<file path="src/rtl/trace_pkg.sv">
// rtl/trace_pkg.sv - shared widths, record layout and record builder for the commit trace path
package trace_pkg;

  localparam int TRACE_PC_W   = 32;
  localparam int TRACE_REG_W  = 5;
  localparam int TRACE_DATA_W = 32;
  localparam int TRACE_CYC_W  = 32;
  localparam int TRACE_REC_W  = TRACE_PC_W + TRACE_REG_W + TRACE_DATA_W + TRACE_CYC_W;

  typedef struct packed {
    logic [TRACE_PC_W-1:0]   pc;
    logic [TRACE_REG_W-1:0]  regidx;
    logic [TRACE_DATA_W-1:0] data;
    logic [TRACE_CYC_W-1:0]  cycle;
  } trace_rec_t;

  // Writes to $0 are architecturally discarded, so they are traced with value 0.
  function automatic trace_rec_t make_rec(
    input logic [TRACE_PC_W-1:0]   pc,
    input logic [TRACE_REG_W-1:0]  regidx,
    input logic [TRACE_DATA_W-1:0] data,
    input logic [TRACE_CYC_W-1:0]  cycle
  );
    trace_rec_t rec;
    rec.pc     = pc;
    rec.regidx = regidx;
    rec.data   = (regidx == '0) ? '0 : data;
    rec.cycle  = cycle;
    return rec;
  endfunction

endpackage

</file>
<file path="src/rtl/commit_trace_fifo_if.sv">
// rtl/commit_trace_fifo_if.sv - write-back tap and trace drain bundle
interface commit_trace_fifo_if;
  import trace_pkg::*;

  logic                    wb_en;
  logic [TRACE_PC_W-1:0]   wb_pc;
  logic [TRACE_REG_W-1:0]  wb_reg;
  logic [TRACE_DATA_W-1:0] wb_data;

  logic                    out_valid;
  logic                    out_ready;
  logic [TRACE_PC_W-1:0]   out_pc;
  logic [TRACE_REG_W-1:0]  out_reg;
  logic [TRACE_DATA_W-1:0] out_data;
  logic [TRACE_CYC_W-1:0]  out_cycle;

  // master: pipeline tap plus trace consumer; slave: the trace FIFO
  modport master (
    output wb_en, wb_pc, wb_reg, wb_data, out_ready,
    input  out_valid, out_pc, out_reg, out_data, out_cycle
  );

  modport slave (
    input  wb_en, wb_pc, wb_reg, wb_data, out_ready,
    output out_valid, out_pc, out_reg, out_data, out_cycle
  );

endinterface

</file>
<file path="src/rtl/trace_fifo_mem.sv">
// rtl/trace_fifo_mem.sv - trace record storage, synchronous write and asynchronous read
module trace_fifo_mem
  import trace_pkg::*;
#(
  parameter int DEPTH = 16,
  parameter int AW    = $clog2(DEPTH)
) (
  input  logic                   clk,
  input  logic                   we,
  input  logic [AW-1:0]          waddr,
  input  logic [TRACE_REC_W-1:0] wdata,
  input  logic [AW-1:0]          raddr,
  output logic [TRACE_REC_W-1:0] rdata
);

  logic [TRACE_REC_W-1:0] mem [DEPTH];

  always_ff @(posedge clk) begin
    if (we) begin
      mem[waddr] <= wdata;
    end
  end

  assign rdata = mem[raddr];

endmodule

</file>
<file path="src/rtl/commit_trace_fifo.sv">
// rtl/commit_trace_fifo.sv - timestamps write-back commits and buffers them for the trace drain
module commit_trace_fifo
  import trace_pkg::*;
#(
  parameter int DEPTH = 16,
  parameter int CNT_W = 16
) (
  input  logic                     clk,
  input  logic                     reset,
  commit_trace_fifo_if.slave       trace,
  output logic [$clog2(DEPTH):0]   count,
  output logic                     overflow,
  output logic [CNT_W-1:0]         drop_cnt
);

  localparam int AW = $clog2(DEPTH);
  localparam int CW = AW + 1;
  localparam logic [CW-1:0] FULL_CNT = CW'(DEPTH);

  logic [AW-1:0]          wr_ptr;
  logic [AW-1:0]          rd_ptr;
  logic [TRACE_CYC_W-1:0] cycle_cnt;
  logic                   full;
  logic                   push;
  logic                   pop;
  logic                   drop;
  trace_rec_t             wr_rec;
  trace_rec_t             head_rec;
  logic [TRACE_REC_W-1:0] rd_word;

  assign full            = (count == FULL_CNT);
  assign trace.out_valid = (count != '0);
  assign pop             = trace.out_valid & trace.out_ready;
  // A full FIFO still accepts a commit when the head leaves on the same edge.
  assign push            = trace.wb_en & (~full | pop);
  assign drop            = trace.wb_en & full & ~pop;

  assign wr_rec = make_rec(trace.wb_pc, trace.wb_reg, trace.wb_data, cycle_cnt);

  trace_fifo_mem #(
    .DEPTH (DEPTH),
    .AW    (AW)
  ) u_mem (
    .clk   (clk),
    .we    (push & ~reset),
    .waddr (wr_ptr),
    .wdata (wr_rec),
    .raddr (rd_ptr),
    .rdata (rd_word)
  );

  assign head_rec = trace_rec_t'(rd_word);

  assign trace.out_pc    = trace.out_valid ? head_rec.pc     : '0;
  assign trace.out_reg   = trace.out_valid ? head_rec.regidx : '0;
  assign trace.out_data  = trace.out_valid ? head_rec.data   : '0;
  assign trace.out_cycle = trace.out_valid ? head_rec.cycle  : '0;

  always_ff @(posedge clk) begin
    if (reset) begin
      cycle_cnt <= '0;
    end else begin
      cycle_cnt <= cycle_cnt + TRACE_CYC_W'(1);
    end
  end

  always_ff @(posedge clk) begin
    if (reset) begin
      wr_ptr <= '0;
      rd_ptr <= '0;
      count  <= '0;
    end else begin
      if (push) begin
        wr_ptr <= wr_ptr + AW'(1);
      end
      if (pop) begin
        rd_ptr <= rd_ptr + AW'(1);
      end
      unique case ({push, pop})
        2'b10:   count <= count + CW'(1);
        2'b01:   count <= count - CW'(1);
        default: count <= count;
      endcase
    end
  end

  always_ff @(posedge clk) begin
    if (reset) begin
      overflow <= 1'b0;
      drop_cnt <= '0;
    end else if (drop) begin
      overflow <= 1'b1;
      if (drop_cnt != '1) begin
        drop_cnt <= drop_cnt + CNT_W'(1);
      end
    end
  end

endmodule

</file>
<file path="src/flat_wrapper.sv">
// flat-port wrapper written by rule: the top's interface ports become plain ports
module commit_trace_fifo_flat import trace_pkg::*;
#(
  parameter int DEPTH = 16,
  parameter int CNT_W = 16
)
  (clk, reset, count, overflow, drop_cnt, trace_wb_en, trace_wb_pc, trace_wb_reg, trace_wb_data, trace_out_ready, trace_out_valid, trace_out_pc, trace_out_reg, trace_out_data, trace_out_cycle);
  commit_trace_fifo_if trace_i ();
  input  logic clk;
  input  logic reset;
  output logic [$clog2(DEPTH):0] count;
  output logic overflow;
  output logic [CNT_W-1:0] drop_cnt;
  input wire logic [$bits(trace_i.wb_en)-1:0] trace_wb_en;
  input wire logic [$bits(trace_i.wb_pc)-1:0] trace_wb_pc;
  input wire logic [$bits(trace_i.wb_reg)-1:0] trace_wb_reg;
  input wire logic [$bits(trace_i.wb_data)-1:0] trace_wb_data;
  input wire logic [$bits(trace_i.out_ready)-1:0] trace_out_ready;
  output wire logic [$bits(trace_i.out_valid)-1:0] trace_out_valid;
  output wire logic [$bits(trace_i.out_pc)-1:0] trace_out_pc;
  output wire logic [$bits(trace_i.out_reg)-1:0] trace_out_reg;
  output wire logic [$bits(trace_i.out_data)-1:0] trace_out_data;
  output wire logic [$bits(trace_i.out_cycle)-1:0] trace_out_cycle;
  assign trace_i.wb_en = trace_wb_en;
  assign trace_i.wb_pc = trace_wb_pc;
  assign trace_i.wb_reg = trace_wb_reg;
  assign trace_i.wb_data = trace_wb_data;
  assign trace_i.out_ready = trace_out_ready;
  assign trace_out_valid = trace_i.out_valid;
  assign trace_out_pc = trace_i.out_pc;
  assign trace_out_reg = trace_i.out_reg;
  assign trace_out_data = trace_i.out_data;
  assign trace_out_cycle = trace_i.out_cycle;
  commit_trace_fifo #(.DEPTH(DEPTH), .CNT_W(CNT_W)) u_core (.clk(clk), .reset(reset), .trace(trace_i), .count(count), .overflow(overflow), .drop_cnt(drop_cnt));
endmodule
</file>
<file path="config.mk">
export PLATFORM = sky130hd
export DESIGN_NAME = commit_trace_fifo_flat
export DESIGN_NICKNAME = d
export VERILOG_FILES = /design/src/rtl/trace_pkg.sv /design/src/rtl/commit_trace_fifo_if.sv /design/src/rtl/trace_fifo_mem.sv /design/src/rtl/commit_trace_fifo.sv /design/src/flat_wrapper.sv
export SDC_FILE = /design/constraint.sdc
export NUM_CORES = 1
export LEC_CHECK = 0
export BUFFER_PORTS_ARGS = -buffer_cell sky130_fd_sc_hd__buf_2
export CAP_MARGIN = 20
export CORE_MARGIN = 2
export CORE_UTILIZATION = 50
export CTS_CLUSTER_SIZE = 24
export DETAILED_ROUTE_END_ITERATION = 10
export GPL_TIMING_DRIVEN = 0
export MAX_ROUTING_LAYER = met4
export PLACE_DENSITY = 0.67
export RECOVER_POWER = 50
export SKIP_CTS_REPAIR_TIMING = 1
export SYNTH_ARGS = -nofsm -noshare
export SYNTH_HDL_FRONTEND = slang
export SYNTH_SLANG_ARGS = --single-unit
</file>
<file path="constraint.sdc">
create_clock -name clk -period 10.8 [get_ports clk]
set_input_delay 2.16 -clock clk [delete_from_list [all_inputs] [get_ports clk]]
set_output_delay 2.16 -clock clk [all_outputs]
set_load 0.02 [all_outputs]
</file>
==> results of run 1 <==
==> kinds of logic after synthesis <==
kind of cell    after synthesis
fa+ha+maj                     9
xor+xnor                     19
mux                         616
compound gates              185
buf+inv                     172
flops                      1682
simple gates                211
==> cell type report <==
class / instances / area [um2]
flip-flops and latches: 1682 / 49800
diodes: 5 / 12.5
clock buffers: 210 / 4490
well taps: 1662 / 2080
clock inverters: 98 / 679
repair buffers: 312 / 2340
inverters: 12 / 45.0
multi-input cells: 1040 / 13900
fillers: 9173 / 53800
plain buffers: 160 / 688
==> worst register-to-register path, stage by stage, from the launching register on <==
cell      delay [ns]
dfxtp_1         0.33
clkbuf_1        0.27
nor2b_1         0.23
a211oi_1        0.47
nand2_1         0.26
nor2_1          0.44
clkbuf_1        1.34
clkbuf_1        1.35
buf_12          0.32
==> layer usage <==
metal,GRT usage,vias to the layer above
met5,-,-
met3,0.0439,230
met1,0.336,17120
met2,0.385,1670
met4,0.0630,0
li1,-,13275
==> how the worst max path moves through the flow <==
stage | startpoint | endpoint | cells past startpoint
finish | register | trace_out_cycle[30] | 8
global route | trace_out_ready | u_core.u_mem.mem[11][55] | 8
CTS | register | trace_out_cycle[8] | 7
detailed placement | register | trace_out_cycle[8] | 7
global placement | trace_out_ready | u_core.u_mem.mem[1][55] | 5
floorplan | trace_out_ready | u_core.u_mem.mem[0][0] | 5
==> cell usage in the layout (no fill, tap or decap), types with 4 or more instances in the layout <==
cell type,instances
nor2b_1,38
mux4_2,404
o22ai_1,101
buf_6,41
or3_1,10
clkinv_2,29
buf_12,34
edfxtp_1,1616
diode_2,5
inv_6,6
and4_1,9
nand2b_1,6
nor2_1,41
nand3_1,15
mux2i_1,206
inv_1,12
nand2_1,24
nor3_1,10
o31ai_1,19
clkinvlp_4,4
ha_1,9
a21oi_1,34
nand4_1,18
nor2_4,4
buf_1,21
buf_2,191
buf_4,5
bufinv_16,7
buf_8,10
dfxtp_1,66
clkinv_1,48
or4_1,20
o21ai_0,12
clkbuf_8,6
clkbuf_16,171
clkbuf_1,201
xor2_1,16
==> report_power, final <==
group,internal (mW),switching (mW),total (mW),leakage (nW)
registers,7.20,0.0348,7.24,15.2
clock network,3.10,2.35,5.46,2.53
logic,1.34,2.06,3.40,4.95
==> state kept, by name (all words and copies together), names as in the netlist, named ones only <==
register,count
u_core.count,5
u_core.rd_ptr,4
u_core.wr_ptr,4
u_core.u_mem.mem,1616
u_core.overflow,1
u_core.cycle_cnt,32
u_core.drop_cnt,16
==> stage by stage <==
| step | std cells | hold WS, ns | cell area, um2 |
|---|---|---|---|
| after global routing | 5178 | 0.530 | 74100 |
| after detailed placement | 4865 | 0.493 | 69500 |
| after floorplan | 2894 | 0.485 | 64500 |
| final | 5181 | 0.505 | 74100 |
| after CTS | 5173 | 0.506 | 74600 |
| after global placement | 4749 | 0.474 | 67600 |
==> out/metrics.csv, run 1 <==
metric,value,unit
coreArea,128000,um2
wl_met3,14.0,mm
synthCells,2894,
worstPathRequired,8.64,ns
synth-simple-area-share,0.0192,
setup-tns-final,0,ns
path_delay_family,buffers and inverters,
yosysWarningCount,0,
ys_seq_area_frac,0.773,
worstSetupPathType,reg2out,
synth.top_cell.area_share,0.752,
clkTransAtPathRegs,0.06,ns
syn_to_final_growth,14.9,%
tightest_slew,2.67,ns
failed_checks,"capacitance limit, slew limit",
r2r-end,u_core.u_mem.mem[11][55],
synth_top_family_by_area,multiplexers,
cpPeakStageDelay,0.79,ns
ys_seq_elements,1682,
ant_nets,0,
grt_pass1_vias,32728,
crit_fanout,10,
h-tree-depth,4,
post-synth-top-count-cell,edfxtp_1,
cts_buffers,166,
via_per_inst,6.23,
min_from,u_core.drop_cnt[13],
worst_setup_path_end_kind,primary output,
startpoint_type,register,
synthTopCellsByCount,"edfxtp_1, mux4_2, mux2i_1",
min_path_type,reg2reg,
grt_pass1_wl,224,mm
ys.flop_type,edfxtp_1,
power.total,16.1,mW
reg2reg_from,u_core.count[4],
peakVddDrop,125,uV
yosys-mux-area-fraction,0.174,
dieArea,132000,um2
cp.buffers_inverters,5,
timing.final.crit_share,0.605,
synth_area,64500,um2
hpwl,99.8,mm
finalNetCount,3456,
syn_nets,2976,
avgRoutedWirePerCell,30.2,um
ios,197,
met1_length,62.7,mm
place_ws,4.85,ns
max_cap_viol_count,23,
slew_headroom,-0.789,
cts_tree,built,
fin_util,0.580,
maxSlewViolCount,465,
drive_above_1_share,0.265,
worst-r2r-cell-count,8,
first_iter_violations,3809,
dieHeight,363,um
fmax,0.153,GHz
track_usage,0.245,
cp_slowest_cell,clkbuf_1,
critPathArrivalTime,4.38,ns
vias,32295,
ys_top_cells_by_area,"edfxtp_1, mux4_2, mux2i_1",
finalHoldViolCount,0,
synth_area_per_cell,22.3,um2
min_to,u_core.drop_cnt[13],
drc,0,
top_layer_used,met4,
place_congestion,0.802,
fin_crit,6.54,ns
synth_xor_area_frac,0.00258,
async_flop_share,0,
synth-adder-area-share,0.00175,
worstPathCellList,buf_2 > clkbuf_1 > buf_8 > clkbuf_1 > mux4_2 > mux2i_1 > o22ai_1 > buf_2,
status,"finished, violations left",
finalClockSkew,0.0249,ns
route.met2.wl,76.6,mm
firstDrtPassIters,5,
io_buffers,193,
std_cell_rows,131,
grt_overflow,0,
yosys.area.top_type,edfxtp_1,
p_leak,22.7,nW
die_w,363,um
regToRegSetupSlack,5.42,ns
cts.sinks,1682,
root_buffer,clkbuf_16,
clk_latency,0.77,ns
cts_buffer_depth,3,
hold_depth,2,
initial_core_util,0.505,
worst_slack,4.26,ns
yosys.cell_types.count,57,
synth_compound_area_frac,0.0181,
antenna_found_initial,7,
rsz0062_at_grt,no,
drt_wl_total,157,mm
setup_viol,0,
power.density,217,nW/um2
grt_max_degree,24,
synth_edf_count,1616,
Note: power is estimated with default switching activity, not from simulation.
==> run 2: changes to the inputs <==
--- a/config.mk
+++ b/config.mk
@@ -13,7 +13,7 @@
 export DETAILED_ROUTE_END_ITERATION = 10
 export GPL_TIMING_DRIVEN = 0
 export MAX_ROUTING_LAYER = met4
-export PLACE_DENSITY = 0.67
+export PLACE_DENSITY = 0.64
 export RECOVER_POWER = 50
 export SKIP_CTS_REPAIR_TIMING = 1
 export SYNTH_ARGS = -nofsm -noshare
==> constraint.sdc (replaced) <==
create_clock -name clk -period 6.2 [get_ports clk]
set_input_delay 1.24 -clock clk [delete_from_list [all_inputs] [get_ports clk]]
set_output_delay 1.24 -clock clk [all_outputs]
set_load 0.02 [all_outputs]
==> run 2 against run 1 <==
Cell count decreased by 0.14%. Via count about the same. The run still ends with capacitance limit, slew limit left. Clock power increased by 77%. Critical path depth unchanged. Combinational power increased by 74%.
==> out/metrics.csv, run 2 (synthesis results as in run 1) <==
metric,value,unit
first_iter_violations,4151,
fmax,0.184,GHz
finalClockSkew,0.0211,ns
drt_wl_total,161,mm
ant_nets,0,
cts_buffer_depth,3,
fin_crit,5.43,ns
power.density,379,nW/um2
finalHoldViolCount,0,
avgRoutedWirePerCell,31.1,um
crit_fanout,10,
slew_headroom,-0.928,
h-tree-depth,4,
grt_overflow,0,
fin_util,0.583,
worstPathRequired,4.96,ns
regMostFlops,u_core.u_mem.mem,
syn_to_final_growth,15.5,%
firstDrtPassIters,5,
min_path_type,reg2reg,
place_congestion,0.793,
grt_pass1_wl,229,mm
startpoint_type,register,
maxSlewViolCount,412,
std_cell_rows,131,
failed_checks,"capacitance limit, slew limit",
io_buffers,193,
cts_buffers,168,
fillers,9187,
final_cell_mix,"edfxtp_1, mux4_2, mux2i_1",
dieArea,132000,um2
dieHeight,363,um
max_cap_viol_count,23,
peakVddDrop,283,uV
grt_max_degree,24,
worst_setup_path_end_kind,primary output,
clkTransAtPathRegs,0.06,ns
vias,32266,
via_per_inst,6.24,
tightest_slew,2.88,ns
cts_tree,built,
hpwl,103,mm
drc,0,
timing.final.crit_share,0.875,
largest_reg_flops,1616,
coreArea,128000,um2
layout_commonest_cell,edfxtp_1,
finalNetCount,3445,
antenna_found_initial,17,
largestRegisters,"u_core.u_mem.mem x1616, u_core.cycle_cnt x32, u_core.drop_cnt x16",
p_leak,22.8,nW
drive_above_1_share,0.262,
grt_pass1_vias,33060,
holdWs,0.486,ns
initial_core_util,0.505,
cts.sinks,1682,
die_w,363,um
track_usage,0.252,
worstSetupPathType,reg2out,
rsz0062_at_grt,no,
critPathArrivalTime,4.19,ns
status,"finished, violations left",
root_buffer,clkbuf_16,
setup_viol,0,
clk_latency,0.78,ns
ios,197,
[run 2: area by class of cell]
| cell class | instances | area, um2 | share of cell area |
|---|---|---|---|
| Sequential cell | 1682 | 49800 | 0.669 |
| Inverter | 12 | 45.0 | 0.000605 |
| Clock inverter | 99 | 856 | 0.0115 |
| Tap cell | 1662 | 2080 | 0.0279 |
| Clock buffer | 212 | 4400 | 0.0591 |
| Timing Repair Buffer | 299 | 2690 | 0.0361 |
| Antenna cell | 8 | 20.0 | 0.000269 |
| Multi-Input combinational cell | 1040 | 13900 | 0.186 |
| Buffer | 160 | 686 | 0.00920 |
[run 2: metal layers]
metal,vias to the layer above,part of all wire,global-route usage
met5,-,0,-
met4,0,0.020,0.0620
met3,202,0.086,0.0455
met2,1555,0.49,0.392
met1,17275,0.41,0.351
li1,13234,-,-
[run 2: worst paths after layout]
kind	start	end	slack, ns	depth (start not counted)
setup / recovery	register	trace_out_cycle[27]	0.77	8
hold / removal	u_core.overflow	u_core.overflow	0.49	2
setup reg to reg	u_core.count[4]	u_core.u_mem.mem[11][54]	1.09	8
hold reg to reg	u_core.overflow	u_core.overflow	0.49	2
[run 2: power breakdown]
group	switching, mW	internal (mW)	total, mW
registers	0.0610	12.5	12.6
logic	3.58	2.35	5.93
clock network	4.19	5.51	9.69
[run 2: metrics by stage]
step | TNS [ns] | std cells | cell area [um2] | worst slack (ns) | power, mW
2_1_floorplan | -893.43 | 2894 | 64500 | -0.657 | 16.7
5_1_grt | 0 | 5172 | 74500 | 0.552 | 29.2
3_3_place_gp | - | 4749 | 67600 | -6.83 | 18.8
3_5_place_dp | 0 | 4854 | 69900 | 1.59 | 18.9
4_1_cts | 0 | 5165 | 75100 | 0.735 | 28.5
6_report | 0 | 5174 | 74500 | 0.773 | 28.2
[run 2: critical path: stages, from the launching register on]
cell      delay, ns
dfxtp_1        0.32
buf_2          0.30
clkbuf_1       0.57
buf_8          0.24
clkbuf_1       0.72
mux4_2         0.36
mux2i_1        0.07
o22ai_1        0.55
buf_2          0.28
